### src/rtl/mem_port_arbiter_if.sv
// Bundle of the fetch, load/store and memory-side signals shared by the arbiter.
// Handshake: x_req is held until the one-cycle x_ready pulse; mem_valid is held until mem_ready.
interface mem_port_arbiter_if;
  logic        if_req;
  logic [31:0] if_addr;
  logic        if_ready;
  logic [31:0] if_rdata;
  logic        if_err;

  logic        d_req;
  logic        d_we;
  logic [31:0] d_addr;
  logic [31:0] d_wdata;
  logic [3:0]  d_wstrb;
  logic        d_ready;
  logic [31:0] d_rdata;
  logic        d_err;

  logic        mem_valid;
  logic        mem_we;
  logic [31:0] mem_addr;
  logic [31:0] mem_wdata;
  logic [3:0]  mem_wstrb;
  logic        mem_ready;
  logic [31:0] mem_rdata;

  modport slave (
    input  if_req, if_addr, d_req, d_we, d_addr, d_wdata, d_wstrb, mem_ready, mem_rdata,
    output if_ready, if_rdata, if_err, d_ready, d_rdata, d_err,
    output mem_valid, mem_we, mem_addr, mem_wdata, mem_wstrb
  );

  modport master (
    output if_req, if_addr, d_req, d_we, d_addr, d_wdata, d_wstrb, mem_ready, mem_rdata,
    input  if_ready, if_rdata, if_err, d_ready, d_rdata, d_err,
    input  mem_valid, mem_we, mem_addr, mem_wdata, mem_wstrb
  );
endinterface

### src/rtl/mem_port_arbiter.sv
// Shares one single-ported memory between fetch and load/store requesters,
// latching the granted payload and aborting transactions that exceed a cycle budget.
module mem_port_arbiter #(
  parameter int TIMEOUT_CYCLES = 256,
  parameter bit ROUND_ROBIN    = 1'b1
) (
  input  logic              clk,
  input  logic              reset,
  mem_port_arbiter_if.slave bus,
  output logic [1:0]        dbg_state
);
  typedef enum logic [1:0] {IDLE = 2'd0, BUSY_I = 2'd1, BUSY_D = 2'd2} state_t;

  localparam int CW = (TIMEOUT_CYCLES < 1) ? 1 : $clog2(TIMEOUT_CYCLES + 1);
  localparam logic [CW-1:0] LIMIT = CW'(TIMEOUT_CYCLES);
  localparam logic GRANT_I = 1'b0;
  localparam logic GRANT_D = 1'b1;

  state_t         state;
  logic           last_grant;
  logic [CW-1:0]  cnt;
  logic           mem_valid;
  logic           mem_we;
  logic [31:0]    mem_addr;
  logic [31:0]    mem_wdata;
  logic [3:0]     mem_wstrb;

  logic expired;
  logic done;
  logic grant_d;
  logic i_done;
  logic d_done;

  // Expiry is only seen one cycle after the budget is used up, so a
  // mem_ready arriving on the last budgeted cycle still completes normally.
  assign expired = (TIMEOUT_CYCLES != 0) && (cnt == LIMIT);
  assign done    = bus.mem_ready || expired;
  assign grant_d = bus.d_req && (!bus.if_req || !ROUND_ROBIN || (last_grant == GRANT_I));
  assign i_done  = (state == BUSY_I) && done;
  assign d_done  = (state == BUSY_D) && done;

  assign bus.if_ready  = i_done;
  assign bus.if_err    = i_done && expired;
  assign bus.if_rdata  = (i_done && !expired) ? bus.mem_rdata : 32'h0;
  assign bus.d_ready   = d_done;
  assign bus.d_err     = d_done && expired;
  assign bus.d_rdata   = (d_done && !expired) ? bus.mem_rdata : 32'h0;

  assign bus.mem_valid = mem_valid;
  assign bus.mem_we    = mem_we;
  assign bus.mem_addr  = mem_addr;
  assign bus.mem_wdata = mem_wdata;
  assign bus.mem_wstrb = mem_wstrb;
  assign dbg_state     = state;

  always_ff @(posedge clk or negedge reset) begin
    if (!reset) begin
      state      <= IDLE;
      last_grant <= GRANT_I;
      cnt        <= '0;
      mem_valid  <= 1'b0;
      mem_we     <= 1'b0;
      mem_addr   <= 32'h0;
      mem_wdata  <= 32'h0;
      mem_wstrb  <= 4'h0;
    end else begin
      case (state)
        IDLE: begin
          cnt <= '0;
          if (grant_d) begin
            state      <= BUSY_D;
            last_grant <= GRANT_D;
            mem_valid  <= 1'b1;
            mem_we     <= bus.d_we;
            mem_addr   <= bus.d_addr;
            mem_wdata  <= bus.d_wdata;
            mem_wstrb  <= bus.d_we ? bus.d_wstrb : 4'h0;
          end else if (bus.if_req) begin
            state      <= BUSY_I;
            last_grant <= GRANT_I;
            mem_valid  <= 1'b1;
            mem_we     <= 1'b0;
            mem_addr   <= bus.if_addr;
            mem_wdata  <= 32'h0;
            mem_wstrb  <= 4'h0;
          end
        end
        default: begin
          if (done) begin
            state     <= IDLE;
            mem_valid <= 1'b0;
            mem_we    <= 1'b0;
            mem_addr  <= 32'h0;
            mem_wdata <= 32'h0;
            mem_wstrb <= 4'h0;
          end else if (TIMEOUT_CYCLES != 0) begin
            cnt <= cnt + 1'b1;
          end
        end
      endcase
    end
  end
endmodule

### src/flat_wrapper.sv
// flat-port wrapper written by rule: the top's interface ports become plain ports
module mem_port_arbiter_flat 
#(
  parameter int TIMEOUT_CYCLES = 256,
  parameter bit ROUND_ROBIN    = 1'b1
)
  (clk, reset, dbg_state, bus_if_req, bus_if_addr, bus_d_req, bus_d_we, bus_d_addr, bus_d_wdata, bus_d_wstrb, bus_mem_ready, bus_mem_rdata, bus_if_ready, bus_if_rdata, bus_if_err, bus_d_ready, bus_d_rdata, bus_d_err, bus_mem_valid, bus_mem_we, bus_mem_addr, bus_mem_wdata, bus_mem_wstrb);
  mem_port_arbiter_if bus_i ();
  input  logic clk;
  input  logic reset;
  output logic [1:0] dbg_state;
  input wire logic [$bits(bus_i.if_req)-1:0] bus_if_req;
  input wire logic [$bits(bus_i.if_addr)-1:0] bus_if_addr;
  input wire logic [$bits(bus_i.d_req)-1:0] bus_d_req;
  input wire logic [$bits(bus_i.d_we)-1:0] bus_d_we;
  input wire logic [$bits(bus_i.d_addr)-1:0] bus_d_addr;
  input wire logic [$bits(bus_i.d_wdata)-1:0] bus_d_wdata;
  input wire logic [$bits(bus_i.d_wstrb)-1:0] bus_d_wstrb;
  input wire logic [$bits(bus_i.mem_ready)-1:0] bus_mem_ready;
  input wire logic [$bits(bus_i.mem_rdata)-1:0] bus_mem_rdata;
  output wire logic [$bits(bus_i.if_ready)-1:0] bus_if_ready;
  output wire logic [$bits(bus_i.if_rdata)-1:0] bus_if_rdata;
  output wire logic [$bits(bus_i.if_err)-1:0] bus_if_err;
  output wire logic [$bits(bus_i.d_ready)-1:0] bus_d_ready;
  output wire logic [$bits(bus_i.d_rdata)-1:0] bus_d_rdata;
  output wire logic [$bits(bus_i.d_err)-1:0] bus_d_err;
  output wire logic [$bits(bus_i.mem_valid)-1:0] bus_mem_valid;
  output wire logic [$bits(bus_i.mem_we)-1:0] bus_mem_we;
  output wire logic [$bits(bus_i.mem_addr)-1:0] bus_mem_addr;
  output wire logic [$bits(bus_i.mem_wdata)-1:0] bus_mem_wdata;
  output wire logic [$bits(bus_i.mem_wstrb)-1:0] bus_mem_wstrb;
  assign bus_i.if_req = bus_if_req;
  assign bus_i.if_addr = bus_if_addr;
  assign bus_i.d_req = bus_d_req;
  assign bus_i.d_we = bus_d_we;
  assign bus_i.d_addr = bus_d_addr;
  assign bus_i.d_wdata = bus_d_wdata;
  assign bus_i.d_wstrb = bus_d_wstrb;
  assign bus_i.mem_ready = bus_mem_ready;
  assign bus_i.mem_rdata = bus_mem_rdata;
  assign bus_if_ready = bus_i.if_ready;
  assign bus_if_rdata = bus_i.if_rdata;
  assign bus_if_err = bus_i.if_err;
  assign bus_d_ready = bus_i.d_ready;
  assign bus_d_rdata = bus_i.d_rdata;
  assign bus_d_err = bus_i.d_err;
  assign bus_mem_valid = bus_i.mem_valid;
  assign bus_mem_we = bus_i.mem_we;
  assign bus_mem_addr = bus_i.mem_addr;
  assign bus_mem_wdata = bus_i.mem_wdata;
  assign bus_mem_wstrb = bus_i.mem_wstrb;
  mem_port_arbiter #(.TIMEOUT_CYCLES(TIMEOUT_CYCLES), .ROUND_ROBIN(ROUND_ROBIN)) u_core (.clk(clk), .reset(reset), .bus(bus_i), .dbg_state(dbg_state));
endmodule
### config.mk
export PLATFORM = sky130hd
export DESIGN_NAME = mem_port_arbiter_flat
export DESIGN_NICKNAME = d
export VERILOG_FILES = /design/src/rtl/mem_port_arbiter_if.sv /design/src/rtl/mem_port_arbiter.sv /design/src/flat_wrapper.sv
export SDC_FILE = /design/constraint.sdc
export NUM_CORES = 1
export LEC_CHECK = 0
export ABC_CLOCK_PERIOD_IN_PS = 2500
export BUFFER_PORTS_ARGS = -buffer_cell sky130_fd_sc_hd__buf_2
export CAP_MARGIN = 20
export CORE_MARGIN = 10
export CORE_UTILIZATION = 45
export CTS_CLUSTER_DIAMETER = 50
export DETAILED_ROUTE_END_ITERATION = 8
export PLACE_DENSITY = 0.93
export SYNTH_ARGS = -nofsm -noshare
export SYNTH_HDL_FRONTEND = slang
export SYNTH_SLANG_ARGS = --single-unit
### constraint.sdc
create_clock -name clk -period 2.5 [get_ports clk]
set_input_delay 0 -clock clk [delete_from_list [all_inputs] [get_ports clk]]
set_output_delay 0 -clock clk [all_outputs]
set_load 0.01 [all_outputs]
==> impl_metrics.json, run 1 <==
{
  "clock.fmax_mhz": 438,
  "syn_avg_cell_area_um2": 9.54,
  "end_kind": "output pin",
  "die_y_um": 123,
  "final_max_slew_viol_count": 0,
  "synthMuxAreaShare": 0.0689,
  "synth_cell_types": 43,
  "power.leakage_nw": 3.62,
  "cts-buffers-inserted": 9,
  "viasPerCell": 5.77,
  "die_area_um2": 15200,
  "antenna_found_initial": 2,
  "cp_data_arrival_time_ps": 2280,
  "cp_data_required_time_ps": 2500,
  "drv_cap": 0,
  "synthCells": 503,
  "fin_nets": 981,
  "synthXorXnorAreaFrac": 0.00365,
  "worstPathMaxFanout": 22,
  "num_vias": 5663,
  "detail-route-antenna-nets": 0,
  "drive_gt1_frac": 0.386,
  "setup_violations": 0,
  "syn_to_final_growth_pct": 54.3,
  "synth_fa_ha_area_frac": 0.00522,
  "slew_headroom": 0.496,
  "ys_warn_count": 0,
  "rrSetupSlack_ps": 360,
  "fin_tns_setup_ps": 0,
  "status": "finished, final reports clean",
  "critical_path_class": "flip-flop to output pin",
  "critPathLaunch": "u_core.cnt[1]$_DFFE_PN0P_",
  "synth_edf_count": 0,
  "yosysSeqAreaShare": 0.428,
  "p_per_area_nw_per_um2": 908,
  "nFillCells": 733,
  "ys_async_sr_fraction": 1.00,
  "skew_ps": 21.8,
  "drcViolationCount": 0,
  "cpMaxStageDelayCell": "or4bb_1",
  "holdPathStages": 3,
  "rsz0062_at_grt": "no",
  "clkSinkCount": 82,
  "io_pins": 278,
  "routed_wl_um": 20500,
  "period_needed_ps": 2280,
  "worstHoldStart": "bus_if_addr[7]",
  "cpPeakStageDelay_ps": 570,
  "ff2ff_path_depth": 5,
  "hold_viol": 0,
  "vdd_ir_drop_max_uv": 524,
  "ys_ff_latch": 82,
  "crit_chain": "inv_1 > ha_1 > or4bb_1 > buf_4 > nor3_1 > buf_2",
  "syn-num-nets": 643,
  "tritoncts": "built",
  "clk_path_buf_depth": 2,
  "ys.flop_type": "dfrtp_1",
  "drtIter0Drc": 561,
  "clk_latency_ps": 350,
  "r2r_end": "u_core.bus.mem_addr[28]$_DFFE_PN0P_",
  "tightest_slew_ps": 749,
  "core_um2": 10400,
  "syn_area_um2": 4800,
  "startpoint_type": "flip-flop",
  "htreeDepth": 3,
  "initial_core_util": 0.463,
  "synth_top_family_by_area": "compound AO/OA/AOI/OAI gates",
  "synth-compound-area-share": 0.258,
  "drt-wirelength-per-cell_um": 20.9,
  "clk_pin_slew_ps": 100,
  "r2r_start": "u_core.last_grant$_DFFE_PN0P_",
  "num_rows": 37,
  "totalPowerFinal_mw": 6.73,
  "gp_congestion": 0.961,
  "grt_pass1_vias": 5817,
  "grt_pass1_wl_um": 31200,
  "grt_max_degree": 83,
  "finalCritPeriodShare": 0.912,
  "die_w_um": 123,
  "gr-usage-all-layers": 0.255,
  "hpwlAfterDp_um": 13200,
  "dr.pass1.iters": 4,
  "holdPathEnd": "u_core.bus.mem_addr[7]$_DFFE_PN0P_",
  "postCtsSetupBuffers": 0,
  "worst_hold_path_type": "input port to flip-flop",
  "io_buffers": 277,
  "root_buffer": "clkbuf_8",
  "gr-total-overflow": 0,
  "synth-simple-area-share": 0.181
}
[flip-flops by register name, indices dropped and copies added, names as in the netlist]
register and count:
u_core.bus.mem_addr 32, u_core.bus.mem_wdata 32, u_core.cnt 9, u_core.bus.mem_wstrb 4, u_core.dbg_state 2, u_core.bus.mem_valid 1, u_core.bus.mem_we 1, u_core.last_grant 1
[metal layers]
layer | part of all wire | GRT usage | up-vias
li1 | - | - | 2552
met1 | 0.34 | 0.274 | 2700
met2 | 0.52 | 0.448 | 339
met3 | 0.096 | 0.0693 | 72
met4 | 0.044 | 0.137 | 0
met5 | 0 | 0 | -
[where the power goes]
| part | total, mW | leakage (nW) | switching [mW] | internal (mW) |
|---|---|---|---|---|
| logic | 3.18 | 2.41 | 1.92 | 1.27 |
| clock network | 1.25 | 0.125 | 0.492 | 0.757 |
| registers | 2.29 | 1.08 | 0.464 | 1.83 |
| total | 6.73 | 3.62 | 2.87 | 3.85 |
[cell families after synthesis]
| kind of cell | Yosys count |
|---|---|
| buffers and inverters | 57 |
| adder cells (fa/ha/maj) | 2 |
| multiplexers | 33 |
| XOR/XNOR | 2 |
| AND/OR/NAND/NOR | 166 |
| flip-flops | 82 |
| AO/OA/AOI/OAI | 161 |
[critical path: cells and delay by family (launching register included)]
family | cells | cell delay, ps
simple gates | 2 | 800
buf+inv | 3 | 540
flops | 1 | 430
fa+ha+maj | 1 | 150
[metrics by stage]
stage | utilization | cells | worst slack [ps] | cell area (µm²) | hold slack, ps
3_3_place_gp | 0.604 | 879 | 603 | 6260 | 241
2_1_floorplan | - | 503 | 609 | 4800 | -296
3_5_place_dp | 0.604 | 879 | 510 | 6260 | 249
6_report | 0.714 | 982 | 219 | 7400 | 9.91
4_1_cts | 0.711 | 978 | 214 | 7370 | 0.101
5_1_grt | 0.714 | 982 | 27.8 | 7400 | 6.06
[worst max path at each step]
stage,to,slack (ps)
CTS,bus_d_err,210
global placement,u_core.dbg_state[1]$_DFFE_PN0P_,600
floorplan,u_core.bus.mem_valid$_DFFE_PN0P_,610
global route,bus_d_ready,30
finish,bus_d_err,220
detailed placement,u_core.bus.mem_addr[24]$_DFFE_PN0P_,510
[synthesized netlist by cell type (2+ instances only)]
cell       number  area share
o211ai_1       33       0.052
clkbuf_2        2      0.0021
o2111ai_1      33       0.060
nor3_1          2      0.0021
nand4_1         2      0.0026
ha_1            2      0.0052
clkbuf_1       33       0.026
o21ai_0        32       0.033
inv_1           4      0.0031
buf_6           2      0.0047
nor2_1          5      0.0039
a21oi_1         6      0.0063
nand2_1        73       0.057
a32oi_1        37       0.068
mux2i_1        33       0.069
or3_1           4      0.0052
o21ai_2         9       0.016
buf_2          12       0.013
and2_1         68       0.089
nand4b_1        3      0.0055
xor2_1          2      0.0037
dfrtp_1        82        0.43
nand2b_1        3      0.0039
a211oi_2        2      0.0052
[what timing repair did]
item | CTS | global route
hold buffers | 85 | 1
endpoints found under the hold margin | 143 | 1
resized for setup | 0 | 0
[cell usage in the layout, fill, tap and decap left out, types with 2 or more instances in the layout]
| master | instances |
|---|---|
| a211oi_2 | 2 |
| a21oi_1 | 6 |
| a32oi_1 | 37 |
| and2_1 | 68 |
| buf_12 | 2 |
| buf_2 | 276 |
| buf_4 | 15 |
| bufinv_16 | 4 |
| clkbuf_8 | 9 |
| dfrtp_1 | 82 |
| diode_2 | 2 |
| dlygate4sd3_1 | 86 |
| ha_1 | 2 |
| inv_1 | 4 |
| mux2i_1 | 33 |
| nand2_1 | 73 |
| nand2b_1 | 3 |
| nand4_1 | 2 |
| nand4b_1 | 3 |
| nor2_1 | 4 |
| nor3_1 | 2 |
| o2111ai_1 | 33 |
| o211ai_1 | 33 |
| o21ai_0 | 32 |
| o21ai_2 | 10 |
| or3_1 | 4 |
| xor2_1 | 2 |
[area by class of cell]
cell class                 count  area, µm²  area share
sequential                    82       2050       0.277
tap                          136        170      0.0230
clock buffer                   9        124      0.0167
clock inverter                 5        129      0.0174
inverter                       5       18.8     0.00254
antenna                        2       5.00    0.000676
multi-input combinational    364       2510       0.339
timing repair buffer         379       2390       0.323
Note: power is estimated with default switching activity, not from simulation.
==> inputs of run 2 (changes only) <==
- ABC_AREA: unset -> 1
- CORE_UTILIZATION: 45 -> 43
- PLACE_DENSITY: 0.93 -> 0.92
==> impl_metrics.json, run 2 <==
{
  "ys_top_cells_by_area": "dfrtp_1 (47%), nand2_1 (24%), nand3_1 (8.6%), nor2_1 (7.0%), inv_1 (4.0%)",
  "io_buffers": 277,
  "synthCells": 626,
  "grt_max_degree": 83,
  "final_max_slew_viol_count": 0,
  "drive_gt1_frac": 0.327,
  "tritoncts": "built",
  "post-route-cell-area_um2": 6700,
  "nFillCells": 788,
  "dr.pass1.iters": 5,
  "tightest_slew_ps": 438,
  "detail-route-antenna-nets": 0,
  "postCtsSetupBuffers": 0,
  "startpoint_type": "flip-flop",
  "cp_data_required_time_ps": 2790,
  "grt_pass1_wl_um": 28000,
  "synth_cell_types": 21,
  "syn_area_um2": 4330,
  "ys_async_sr_fraction": 1.00,
  "clk_pin_slew_ps": 90,
  "die_w_um": 120,
  "worst_hold_path_type": "input port to flip-flop",
  "gr-usage-all-layers": 0.236,
  "root_buffer": "clkbuf_8",
  "initial_core_util": 0.443,
  "hpwlAfterDp_um": 12000,
  "core_um2": 9770,
  "die_area_um2": 14500,
  "worstPathMaxFanout": 21,
  "gr-total-overflow": 0,
  "fin_tns_setup_ps": 0,
  "status": "finished, final reports clean",
  "cts-buffers-inserted": 9,
  "clock.fmax_mhz": 490,
  "synth_edf_count": 0,
  "syn_avg_cell_area_um2": 6.91,
  "num_vias": 5457,
  "gp_congestion": 0.887,
  "p_per_area_nw_per_um2": 844,
  "ys_ff_latch": 82,
  "mostFrequentLayoutCell": "nand2_1",
  "setup_violations": 0,
  "end_kind": "flip-flop",
  "antenna_found_initial": 4,
  "rsz0062_at_grt": "no",
  "synth_top_area_share": 0.474,
  "skew_ps": 11.1,
  "ys.flop_type": "dfrtp_1",
  "vdd_ir_drop_max_uv": 604,
  "placed_area_um2": 5800,
  "synth_most_common_cell": "nand2_1",
  "drt-wirelength-per-cell_um": 16.3,
  "clk_path_buf_depth": 2,
  "syn_to_final_growth_pct": 54.8,
  "viasPerCell": 4.95,
  "layout_common_cells": "nand2_1 (277), buf_2 (276), dfrtp_1 (82)",
  "drtIter0Drc": 589,
  "reg_top3": "u_core.bus.mem_addr: 32 flops, u_core.bus.mem_wdata: 32 flops, u_core.cnt: 9 flops",
  "syn-num-nets": 766,
  "htreeDepth": 3,
  "grt_pass1_vias": 5560,
  "finalCritPeriodShare": 0.816,
  "regArea_um2": 2050,
  "clkSinkCount": 82,
  "power.leakage_nw": 4.23,
  "drcViolationCount": 0,
  "drv_cap": 0,
  "synth_top_cell_by_area": "dfrtp_1",
  "setup_slack_ps": 459,
  "io_pins": 278,
  "period_needed_ps": 2040,
  "num_rows": 36,
  "fin_nets": 1100,
  "clk_latency_ps": 350,
  "routed_wl_um": 18000,
  "cp_data_arrival_time_ps": 2330,
  "multi_input_area_um2": 1900,
  "synthTopCellsByCount": "nand2_1 (277), dfrtp_1 (82), nor2_1 (81), nand3_1 (74), inv_1 (46)",
  "ys_warn_count": 0,
  "die_y_um": 120,
  "critical_path_class": "flip-flop to flip-flop",
  "dp_slack_ps": 670,
  "slew_headroom": 0.708,
  "hold_viol": 0,
  "yosysSeqAreaShare": 0.474
}
-- run 2: changes by cell type after synthesis, moves of 9 or more --
cell       change
o21ai_0       -26
a32oi_1       -37
inv_1         +42
nor2_1        +76
and2_1        -68
nand3_1       +74
o21ai_2        -9
clkbuf_1      -26
nand2_1      +204
o2111ai_1     -33
o211ai_1      -33
mux2i_1       -33
-- run 2: worst max-delay path, cell delays in order, from the launching register on --
cell and delay (ps):
dfrtp_1 460, nor2_4 140, inv_2 130, nor2_4 150
buf_4 250, nand2_1 80, nand2_1 60, dlygate4sd3_1 550
nand3_1 70, nand2_1 80
-- run 2: path summary, 6_finish.rpt --
| kind | from | endpoint | slack (ps) | cells past startpoint |
|---|---|---|---|---|
| max | u_core.dbg_state[1]$_DFFE_PN0P_ | u_core.bus.mem_addr[3]$_DFFE_PN0P_ | 460 | 9 |
| min | bus_if_addr[28] | u_core.bus.mem_addr[28]$_DFFE_PN0P_ | 9 | 5 |
| max reg2reg | u_core.dbg_state[1]$_DFFE_PN0P_ | u_core.bus.mem_addr[3]$_DFFE_PN0P_ | 460 | 9 |
| min reg2reg | u_core.bus.mem_we$_DFFE_PN0P_ | u_core.bus.mem_we$_DFFE_PN0P_ | 470 | 2 |
| max in group asynchronous | reset | u_core.bus.mem_wdata[6]$_DFFE_PN0P_ | 1780 | 3 |
| min in group asynchronous | reset | u_core.bus.mem_addr[22]$_DFFE_PN0P_ | 120 | 2 |
-- run 2: routing by layer --
layer,up-vias,global-route usage,wire length [µm]
li1,2584,-,-
met2,302,0.426,9240
met1,2506,0.256,6630
met5,-,0,0
met4,0,0.0980,660
met3,65,0.0642,1460
-- run 2: stage by stage --
step	total power [mW]	cells	hold slack (ps)	utilization
CTS	5.59	1097	0.296	0.681
floorplan	3.54	626	-296	-
detailed placement	4.58	1013	204	0.593
global placement	4.50	1013	199	0.593
global route	6.07	1102	26.3	0.685
finish	5.65	1102	9.28	0.685
-- run 2: cell type report --
cell class	instances	area share
timing repair buffer	357	0.327
sequential	82	0.306
multi-input combinational	459	0.284
antenna	4	0.00149
tap	133	0.0248
inverter	51	0.0286
clock buffer	10	0.0205
clock inverter	6	0.00691
-- run 2: repair_timing --
item,4_1_cts,5_1_grt
endpoints found under the setup margin,0,0
endpoints found under the hold margin,148,0
resized for setup,0,0
hold buffers,68,0
-- run 2: power breakdown --
part / switching (mW) / leakage [nW] / internal, mW
sequential: 0.262 / 1.09 / 1.74
combinational: 1.75 / 3.06 / 0.980
clock: 0.516 / 0.0897 / 0.397
total: 2.53 / 4.23 / 3.12
-- run 2: logic make-up after synthesis --
group / share of synthesized area
compound gates: 0.00694
buf+inv: 0.0876
xor+xnor: 0.00202
fa+ha+maj: 0.00578
simple gates: 0.424
flops: 0.474
